==> src/rtl/grid_redraw_ctrl.sv <==
// Purpose : incremental 4x4 tile redraw sequencer driving an external glyph lookup and a VGA plot port.
// Latency : 1 cycle from glyph_* coordinates to the matching plot/x/y/colour; 1 SCAN cycle per tile, 225 DRAW cycles per dirty tile.
// Backpressure: none; a start while busy is remembered once and replayed after the current run finishes.
//
// Ports:
//   clock, reset        - rising-edge clock, synchronous active-high reset
//   start, force_full   - redraw request; force_full makes every tile dirty for that run
//   values              - 16 x 4-bit tile exponents, tile k at values[4k+3:4k]
//   glyph_value/x/y     - tile exponent and tile-local pixel to the glyph lookup
//   pix_colour          - combinational colour returned by the glyph lookup
//   x, y, colour, plot  - registered VGA write port
//   busy, done          - run in progress / 1-cycle end-of-run pulse
module grid_redraw_ctrl #(
    parameter int ORIGIN_X = 57,
    parameter int ORIGIN_Y = 27,
    parameter int PITCH    = 17,
    parameter int TILE     = 15
) (
    input  logic        clock,
    input  logic        reset,
    input  logic        start,
    input  logic        force_full,
    input  logic [63:0] values,
    output logic [3:0]  glyph_value,
    output logic [3:0]  glyph_x,
    output logic [3:0]  glyph_y,
    input  logic [2:0]  pix_colour,
    output logic [6:0]  x,
    output logic [6:0]  y,
    output logic [2:0]  colour,
    output logic        plot,
    output logic        busy,
    output logic        done
);

    typedef enum logic [1:0] {
        S_IDLE,
        S_SCAN,
        S_DRAW,
        S_FINISH
    } state_t;

    localparam logic [3:0] TILE_LAST = 4'(TILE - 1);

    state_t      state_q;
    logic [63:0] snap_q;
    logic [63:0] shown_q;
    logic        valid_q;
    logic        full_q;
    logic        pending_q;
    logic [3:0]  t_q;
    logic [3:0]  gx_q;
    logic [3:0]  gy_q;
    logic [6:0]  x_q;
    logic [6:0]  y_q;
    logic [2:0]  colour_q;
    logic        plot_q;
    logic        busy_q;
    logic        done_q;

    logic [3:0]  snap_nib;
    logic [3:0]  shown_nib;
    logic        dirty;
    logic [6:0]  px_d;
    logic [6:0]  py_d;

    assign snap_nib  = snap_q[{t_q, 2'b00} +: 4];
    assign shown_nib = shown_q[{t_q, 2'b00} +: 4];
    assign dirty     = full_q | (snap_nib != shown_nib);

    // Column is t mod 4, row is t div 4; defaults keep the sum below 128.
    assign px_d = 7'(ORIGIN_X + PITCH * int'(t_q[1:0]) + int'(gx_q));
    assign py_d = 7'(ORIGIN_Y + PITCH * int'(t_q[3:2]) + int'(gy_q));

    // Glyph request is only meaningful while drawing; held at 0 otherwise.
    assign glyph_value = (state_q == S_DRAW) ? snap_nib : 4'd0;
    assign glyph_x     = (state_q == S_DRAW) ? gx_q     : 4'd0;
    assign glyph_y     = (state_q == S_DRAW) ? gy_q     : 4'd0;

    assign x      = x_q;
    assign y      = y_q;
    assign colour = colour_q;
    assign plot   = plot_q;
    assign busy   = busy_q;
    assign done   = done_q;

    always_ff @(posedge clock) begin
        if (reset) begin
            state_q   <= S_IDLE;
            snap_q    <= '0;
            shown_q   <= '0;
            valid_q   <= 1'b0;
            full_q    <= 1'b0;
            pending_q <= 1'b0;
            t_q       <= '0;
            gx_q      <= '0;
            gy_q      <= '0;
            x_q       <= '0;
            y_q       <= '0;
            colour_q  <= '0;
            plot_q    <= 1'b0;
            busy_q    <= 1'b0;
            done_q    <= 1'b0;
        end else begin
            plot_q <= 1'b0;
            done_q <= 1'b0;
            case (state_q)
                S_IDLE: begin
                    if (start) begin
                        snap_q  <= values;
                        // Until one run has completed, the screen content is unknown.
                        full_q  <= force_full | ~valid_q;
                        t_q     <= '0;
                        busy_q  <= 1'b1;
                        state_q <= S_SCAN;
                    end
                end
                S_SCAN: begin
                    if (start) pending_q <= 1'b1;
                    if (dirty) begin
                        gx_q    <= '0;
                        gy_q    <= '0;
                        state_q <= S_DRAW;
                    end else if (t_q != 4'd15) begin
                        t_q <= t_q + 4'd1;
                    end else begin
                        done_q  <= 1'b1;
                        state_q <= S_FINISH;
                    end
                end
                S_DRAW: begin
                    if (start) pending_q <= 1'b1;
                    plot_q   <= 1'b1;
                    x_q      <= px_d;
                    y_q      <= py_d;
                    colour_q <= pix_colour;
                    if (gx_q == TILE_LAST) begin
                        gx_q <= '0;
                        if (gy_q == TILE_LAST) begin
                            gy_q <= '0;
                            shown_q[{t_q, 2'b00} +: 4] <= snap_nib;
                            if (t_q != 4'd15) begin
                                t_q     <= t_q + 4'd1;
                                state_q <= S_SCAN;
                            end else begin
                                done_q  <= 1'b1;
                                state_q <= S_FINISH;
                            end
                        end else begin
                            gy_q <= gy_q + 4'd1;
                        end
                    end else begin
                        gx_q <= gx_q + 4'd1;
                    end
                end
                S_FINISH: begin
                    valid_q <= 1'b1;
                    // A start arriving in this very cycle is treated like a pending one,
                    // otherwise it would be lost on the way back to IDLE.
                    if (pending_q | start) begin
                        snap_q    <= values;
                        full_q    <= force_full;
                        t_q       <= '0;
                        pending_q <= 1'b0;
                        state_q   <= S_SCAN;
                    end else begin
                        busy_q  <= 1'b0;
                        state_q <= S_IDLE;
                    end
                end
                default: begin
                    busy_q  <= 1'b0;
                    state_q <= S_IDLE;
                end
            endcase
        end
    end

endmodule

==> config.mk <==
export PLATFORM = sky130hd
export DESIGN_NAME = grid_redraw_ctrl
export DESIGN_NICKNAME = d
export VERILOG_FILES = /design/src/rtl/grid_redraw_ctrl.sv
export SDC_FILE = /design/constraint.sdc
export NUM_CORES = 1
export LEC_CHECK = 0
export ABC_CLOCK_PERIOD_IN_PS = 4250
export CORE_MARGIN = 2
export CORE_UTILIZATION = 30
export CTS_CLUSTER_SIZE = 30
export DETAILED_ROUTE_END_ITERATION = 10
export RECOVER_POWER = 25
export SLEW_MARGIN = 20
export SYNTH_ARGS = -nofsm -noshare
export SYNTH_HDL_FRONTEND = slang
export SYNTH_SLANG_ARGS = --single-unit
==> constraint.sdc <==
create_clock -name clock -period 4.25 [get_ports clock]
set_clock_uncertainty 0.05 [all_clocks]
set_input_delay 0.85 -clock clock [delete_from_list [all_inputs] [get_ports clock]]
set_output_delay 0.85 -clock clock [all_outputs]
set_load 0.01 [all_outputs]
# Yosys cells after proc, flatten, opt, wreduce, memory -nomap -nowiden
# Index checks and enable logic that the tools add are counted.
# totals
regBits,165
input_bits,71
elab_cells,104
# op_classes
addsub,8
multipliers,2
eq_ne,16
shift,4
n_mux,42
bitwise,4
n_reduce_logical,13
# ops
cell,count
64-bit 2-to-1 mux,2
64-bit case mux with 2 select lines,1
64-bit by 7-bit indexed part select with 4-bit output,2
64-bit bitwise mux,1
"4-bit by 8-bit variable shift with 64-bit output, first input constant",1
4-bit by 8-bit indexed part select with 64-bit output,1
4-bit 2-to-1 mux,13
4-bit case mux with 2 select lines,2
4-bit case mux with 4 select lines,1
3-bit AND reduction,5
7-bit by 4-bit adder with 7-bit output,2
"5-bit by 2-bit multiplier with 7-bit output, first input constant",2
"4-bit by 1-bit adder with 4-bit output, second input constant",3
2-bit 2-to-1 mux,6
1-bit 2-to-1 mux,11
"2-bit inequality test, second input constant",5
"4-bit equality test, second input constant",2
6-bit negator with 8-bit output,1
1-bit case mux with 2 select lines,4
2-bit case mux with 4 select lines,1
"5-bit by 7-bit adder with 7-bit output, first input constant",1
"6-bit by 7-bit adder with 7-bit output, first input constant",1
"2-bit by 1-bit inequality test with 1-bit output, second input constant",3
2-bit nonzero test,3
12 further kinds,15

# Logic depth before layout (Yosys ltp)
# logic_depth
ltp_word,5
ltp_mapped,16

# Worst setup path before layout
# Ideal clock, no wire load.
# synth_timing
path_kind,register to register
startpoint,reg t_q[2]
endpoint,"reg y_q[5], in the netlist y[5]"
arrival_time_ns,2.844
setup_slack_ns,1.228
path_stages_with_launch,17
path_cell_list,dfxtp_1 -> buf_2 -> buf_6 -> buf_2 -> clkbuf_1 -> inv_1 -> fa_1 -> inv_1 -> ha_1 -> inv_1 -> fa_1 -> inv_1 -> a21o_1 -> a21oi_1 -> xnor2_1 -> mux2i_1 -> nor2_1
# synth_between
elab_chain_len,3
# synth_lines
element,line_no,source
start: declaration,51,logic [3:0] t_q;
start signal: assignment,125,t_q <= t_q + 4'd1;
start signal: assignment,143,t_q <= t_q + 4'd1;
5-bit by 2-bit multiplier with 7-bit output,73,assign py_d = 7'(ORIGIN_Y + PITCH * int'(t_q[3:2]) + int'(gy_q));
5-bit by 7-bit adder with 7-bit output,73,
7-bit by 4-bit adder with 7-bit output,73,
end signal: assignment,135,y_q <= py_d;
end: declaration,55,logic [6:0] y_q;
# No other way between the ends.
# A chain may end at the register's enable or synchronous reset.

# Final worst setup path
# layout_timing
startpoint,reg t_q[2]
endpoint,out glyph_value[2]
# layout_between
elab_chain_len,2
# layout_lines
element,line_no,source
64-bit by 7-bit indexed part select with 4-bit output,67,"assign snap_nib = snap_q[{t_q, 2'b00} +: 4];"
4-bit 2-to-1 mux,76,assign glyph_value = (state_q == S_DRAW) ? snap_nib : 4'd0;
end: declaration,24,"output logic [3:0] glyph_value,"
# No other way between the ends.

==> flow_summary.toml <==
[die]
core_area_um2 = 26900
die-width_um = 169
io_pins = 103
row_count = 60
die-height_um = 169
die_area_um2 = 28700
start_util = 0.305

[global_route]
top_usage_layer = "met2"
grt_pass1_vias = 6615
gr-usage-met1 = 0.206
grt_max_degree = 100
gr-usage-all-layers = 0.151
grt_antenna_before_repair = 0
grt_first_pass_wirelength_um = 34700
gr-usage-met2 = 0.238
use_met3 = 0.0368
grt_overflow_total = 0

[placed_design]
dp_hpwl_um = 15600
dpl.cell_count = 1378
place.gp.congestion = 0.868
portBuffers = 102

[critical_path]
arrival_ns = 3.14
ff2ff_path_depth = 10
critPathMaxFanout = 34
end_kind = "primary output"
cp_data_required_time_ns = 3.35
startpoint_type = "flop"
crit_type = "flop to primary output"

[timing]
worst_pin_slew_ns = 2.02
slew_violations = 100
hold_viol_final = 0
report.final.setup_viol = 0
max_slew_margin = -0.349
post-route-period-util = 0.951
grt_setup_unrepaired = "false"
fmax_ghz = 0.247
whs_ns = 0.403
fin_crit_ns = 4.04
fin_setup_tns_ns = 0

[route]
post_drt_wl_per_cell_um = 15.2
drt-initial-drc-count = 450
firstDrtPassIters = 5
drc = 0
routed_via_density = 4.96
vias = 6991
drt_wl_total_um = 21400
antenna_left = 0

[cells_and_area]
final_util = 0.375
final_cell_mix = "213 x nand2_1, 163 x dfxtp_1, 147 x nor2_1"
final_cell_count_no_fill = 1409
drive_above_1_share = 0.0796
diodes = 0
fillers = 2782
fin_nets = 1160
final_common_cell = "nand2_1"
area_delta_synth_final_pct = 22.7

[clock_network]
cts.repair.resized = 0
clockBufferDepth = 2
clock-sinks = 165
clock_latency_ns = 0.43
cts_buffers = 17
cts_hold_buf = 0
cts_tree = "done"
cts_setup_buffers = 0
clk_pin_slew_worst_paths_ns = 0.07
root_buffer = "clkbuf_16"
htree_levels = 4

[logic_synthesis]
yosysSeqAreaShare = 0.402
synth_cell_types = 54
syn_nets = 1085
synth-edff-count = 0
synthFlopType = "dfxtp_1"
syn_area_um2 = 8210
postSynthCellCount = 981
ys_warn_count = 0
ys_async_sr_fraction = 0
ys_seq_elements = 165
postSynthAreaPerCell_um2 = 8.37

[power]
powerDensity_nw_per_um2 = 484
ir_drop_uv = 249
leakagePower_nw = 3.87

[worst_hold_path]
whs_path_depth = 2
hold_class = "flop to flop"

[outcome]
outcome = "finished, violations left"
violations = "max-capacitance violations, max-slew violations"

[run]
cap_violations = 1
==> synthesized netlist by cell type (all sizes together) (2+ instances only) <==
cell | n | area share
a21o | 5 | 0.0046
nor2b | 5 | 0.0038
nand3 | 20 | 0.012
buf | 18 | 0.013
mux4 | 33 | 0.095
and2 | 13 | 0.0099
nor3 | 15 | 0.0098
nor4 | 2 | 0.0015
a211oi | 7 | 0.0064
o22ai | 2 | 0.0015
o211ai | 2 | 0.0018
mux2 | 6 | 0.0082
ha | 30 | 0.046
or3 | 2 | 0.0015
a21oi | 119 | 0.073
a31o | 3 | 0.0032
mux2i | 36 | 0.044
o311a | 2 | 0.0024
nor2 | 147 | 0.067
nand2 | 213 | 0.097
nand2b | 4 | 0.0030
a41o | 2 | 0.0024
o31a | 2 | 0.0021
xor2 | 4 | 0.0043
and3 | 4 | 0.0030
inv | 27 | 0.012
dfxtp | 165 | 0.40
fa | 3 | 0.0073
clkbuf | 44 | 0.020
xnor2 | 13 | 0.014
nor4b | 2 | 0.0021
o21ai | 16 | 0.0098
==> cell type report <==
type	instances	area, um^2	area share
sequential	165	3310	0.328
timing repair buffer	118	1130	0.112
clock buffer	19	433	0.0430
inverter	28	105	0.0104
multi-input combinational	726	4550	0.451
clock inverter	12	125	0.0124
tap	341	427	0.0424
==> flip-flops by register name (all words and copies together), names as in the netlist, 3 cells and up <==
register	cells
shown_q	64
t_q	4
gx_q	4
y	7
gy_q	4
colour	3
snap_q	64
x	7
==> worst paths after layout <==
check	slack, ns	from	to
setup / recovery	0.21	t_q[2]	glyph_value[2]
hold / removal	0.40	shown_q[38]	shown_q[38]
setup reg to reg	0.74	t_q[0]	shown_q[35]
hold reg to reg	0.40	shown_q[38]	shown_q[38]
==> where the power goes <==
part           internal, mW  switching, mW
sequential             1.74          0.148
clock                 0.815          0.667
combinational         0.597          0.905
==> layer usage <==
metal	vias up	part of all wire
met5	-	0
met4	0	0.016
met3	25	0.053
met2	203	0.46
met1	3271	0.47
li1	3492	-
==> metrics by stage <==
stage               power (mW)  worst slack [ns]  cell area, um^2
finish                    4.87             0.207            10100
global route              5.16            0.0261            10100
CTS                       4.93             0.190            10100
detailed placement        3.45             0.664             9540
global placement          3.44             0.696             9540
floorplan                 2.92              1.23             8210
==> critical path: stages, from the launching register on <==
cell,delay [ns]
dfxtp_2,0.91
mux4_2,0.42
mux2_2,0.31
o21ai_0,0.46
nor2_1,0.09
clkdlybuf4s50_1,0.51
==> logic make-up after synthesis <==
kind of cell	count (synthesis)	share of synthesized area
AND/OR/NAND/NOR	433	0.217
XOR/XNOR	17	0.0181
AO/OA/AOI/OAI	168	0.116
adder cells (fa/ha/maj)	33	0.0530
buffers and inverters	90	0.0457
flip-flops	165	0.402
multiplexers	75	0.147
Power figures use the tool's default switching activity.
==> edit, RTL diff (same flow settings) <==
Re-encode `state_t` (4 states) as one-hot, 4 bits wide.
--- a/src/rtl/grid_redraw_ctrl.sv
+++ b/src/rtl/grid_redraw_ctrl.sv
@@ -33,11 +33,11 @@
     output logic        done
 );
 
-    typedef enum logic [1:0] {
-        S_IDLE,
-        S_SCAN,
-        S_DRAW,
-        S_FINISH
+    typedef enum logic [3:0] {
+        S_IDLE   = 4'b0001,
+        S_SCAN   = 4'b0010,
+        S_DRAW   = 4'b0100,
+        S_FINISH = 4'b1000
     } state_t;
 
     localparam logic [3:0] TILE_LAST = 4'(TILE - 1);
Function: same outputs for any inputs over 10 cycles, from zero or initial values and one cycle with reset high; not proved beyond that.
==> edit against the unedited design <==
Critical endpoint is now glyph_value[1]. Synthesized area increased by 0.23%. Worst setup slack got worse by 0.038 ns. Global-route usage is 1.1 points higher. Cell area barely moved. Sequential cell count up 2. Wire length grew 6.7%. The run still ends with max-capacitance violations, max-slew violations left.
Power is not compared: it rests on default switching activity, and its combinational part moved more than twofold at a synthesized area within 25%.
==> edit: results (changes against the unedited design) <==
- Status: finished with violations
- Failing checks: max-capacitance violations, max-slew violations
- Largest net degree at the start of global routing: 121 (+21%)
- Clk buf depth: 2 (unchanged)
- XOR/XNOR share of the synthesized area: 0.0149 (-0.00323)
- Delay-heaviest family, CP: compound AO/OA/AOI/OAI gates
- Top FF cell, synth: dfxtp_1
- Yosys warns: 0 (unchanged)
- Vias after detailed routing: 7070 (+1.1%)
- WP data arrival: 3.18 ns (+0.04 ns)
- Buffers, non-clock: 119 (+0.85%)
- Area after DPL: 9520 um2 (-0.16%)
- Fin area: 10100 um2 (about the same)
- Proportion of synthesized area in mux cells: 0.142 (-0.00475)
- Synthesized Nets: 1074 (-1.0%)
- Seq/Total Area, Yosys: 0.406 (+0.00395)
- CP Max Fanout: 17 (-50%)
- Share of cells above drive strength 1: 0.0847 (+0.00516)
- Synth top area cells: dfxtp_1 (41%), nand2_1 (8.5%), mux2i_1 (7.5%)
- Post-Synth Adder-Cell Area: 0.0453 (-0.00772)
- Synth Area in Compound Gates: 0.133 (+0.0165)
- Maxcap violations: 1 (unchanged)
- Final-layout non-clock buffer area share: 0.113 (+0.000842)
- Post-DP HPWL: 16.5 mm (+5.6%)
- Nonclk inv count: 24 (-14%)
- Root Driver: clkbuf_16
- Vias in the first global route: 6846 (+3.5%)
- Num CTS Buffers: 17 (unchanged)
- Iter 0 DRT Violations: 517 (+15%)
- Global-route wire length before repair: 36.6 mm (+5.7%)
- Final sequential cell count: 167 (+1.2%)
- Clock buffers: 18 (-1)
- Max Transition Viols Final: 121 (+21%)
- GRT Total Usage: 0.162 (+0.0109)
- Worst-Margin Slew: 2.51 ns (+0.490 ns)
- # fillers: 2733 (-1.8%)
- Initial antenna violation count: 0 (unchanged)
- Avg WL per Cell: 16.3 um (+7.2%)
- Crit-path slowest cell: dfxtp_1
- Multi-input gates: 720 (-0.83%)
- CP max stage delay: 0.76 ns (-0.15 ns)
- Top flop regs: shown_q x64, snap_q x64
- Drt first pass iters: 6 (+1)
- Seq area share: 0.332 (+0.00377)
- Multi-input combinational area share: 0.447 (-0.00471)
- Most frequent cells after synthesis: nand2_1 (186), dfxtp_1 (167), nor2_1 (140)
- Count of cell types in the netlist: 63 (+17%)
- Pleak: 0.00374 uW
- GP Congestion: 0.880 (+1.4%)
- ClkCell Share: 0.0570 (+0.00160)
- Clock transition at path regs: 0.07 ns (about the same)
[edit: final timing paths]
path,from,to,slack (ns),cells past startpoint
worst min register to register,x[4],x[4],0.40,2
worst max register to register,t_q[0],t_q[0],0.66,9
worst max-delay path,t_q[2],glyph_value[1],0.17,5
worst min-delay path,x[4],x[4],0.40,2
[edit: metrics by stage]
stage	std cells	total power [uW]	setup slack (ns)	hold slack (ns)	util
floorplan	975	2130	1.33	0.377	-
global placement	1371	2350	0.712	0.390	0.353
detailed placement	1371	2360	0.663	0.395	0.353
CTS	1403	3870	0.183	0.407	0.375
global route	1403	4020	0.0443	0.429	0.374
finish	1403	3840	0.169	0.404	0.374
[edit: report_power, final]
| part | internal, uW | total (uW) | switching, uW |
|---|---|---|---|
| Sequential | 1660 | 1740 | 70.9 |
| Clock | 836 | 1520 | 685 |
| Combinational | 230 | 579 | 348 |
[edit: metal layers]
metal	global-route usage	share of wire
met1	0.220	0.47
met2	0.255	0.46
met3	0.0373	0.059
met4	0.0539	0.017
met5	0	0
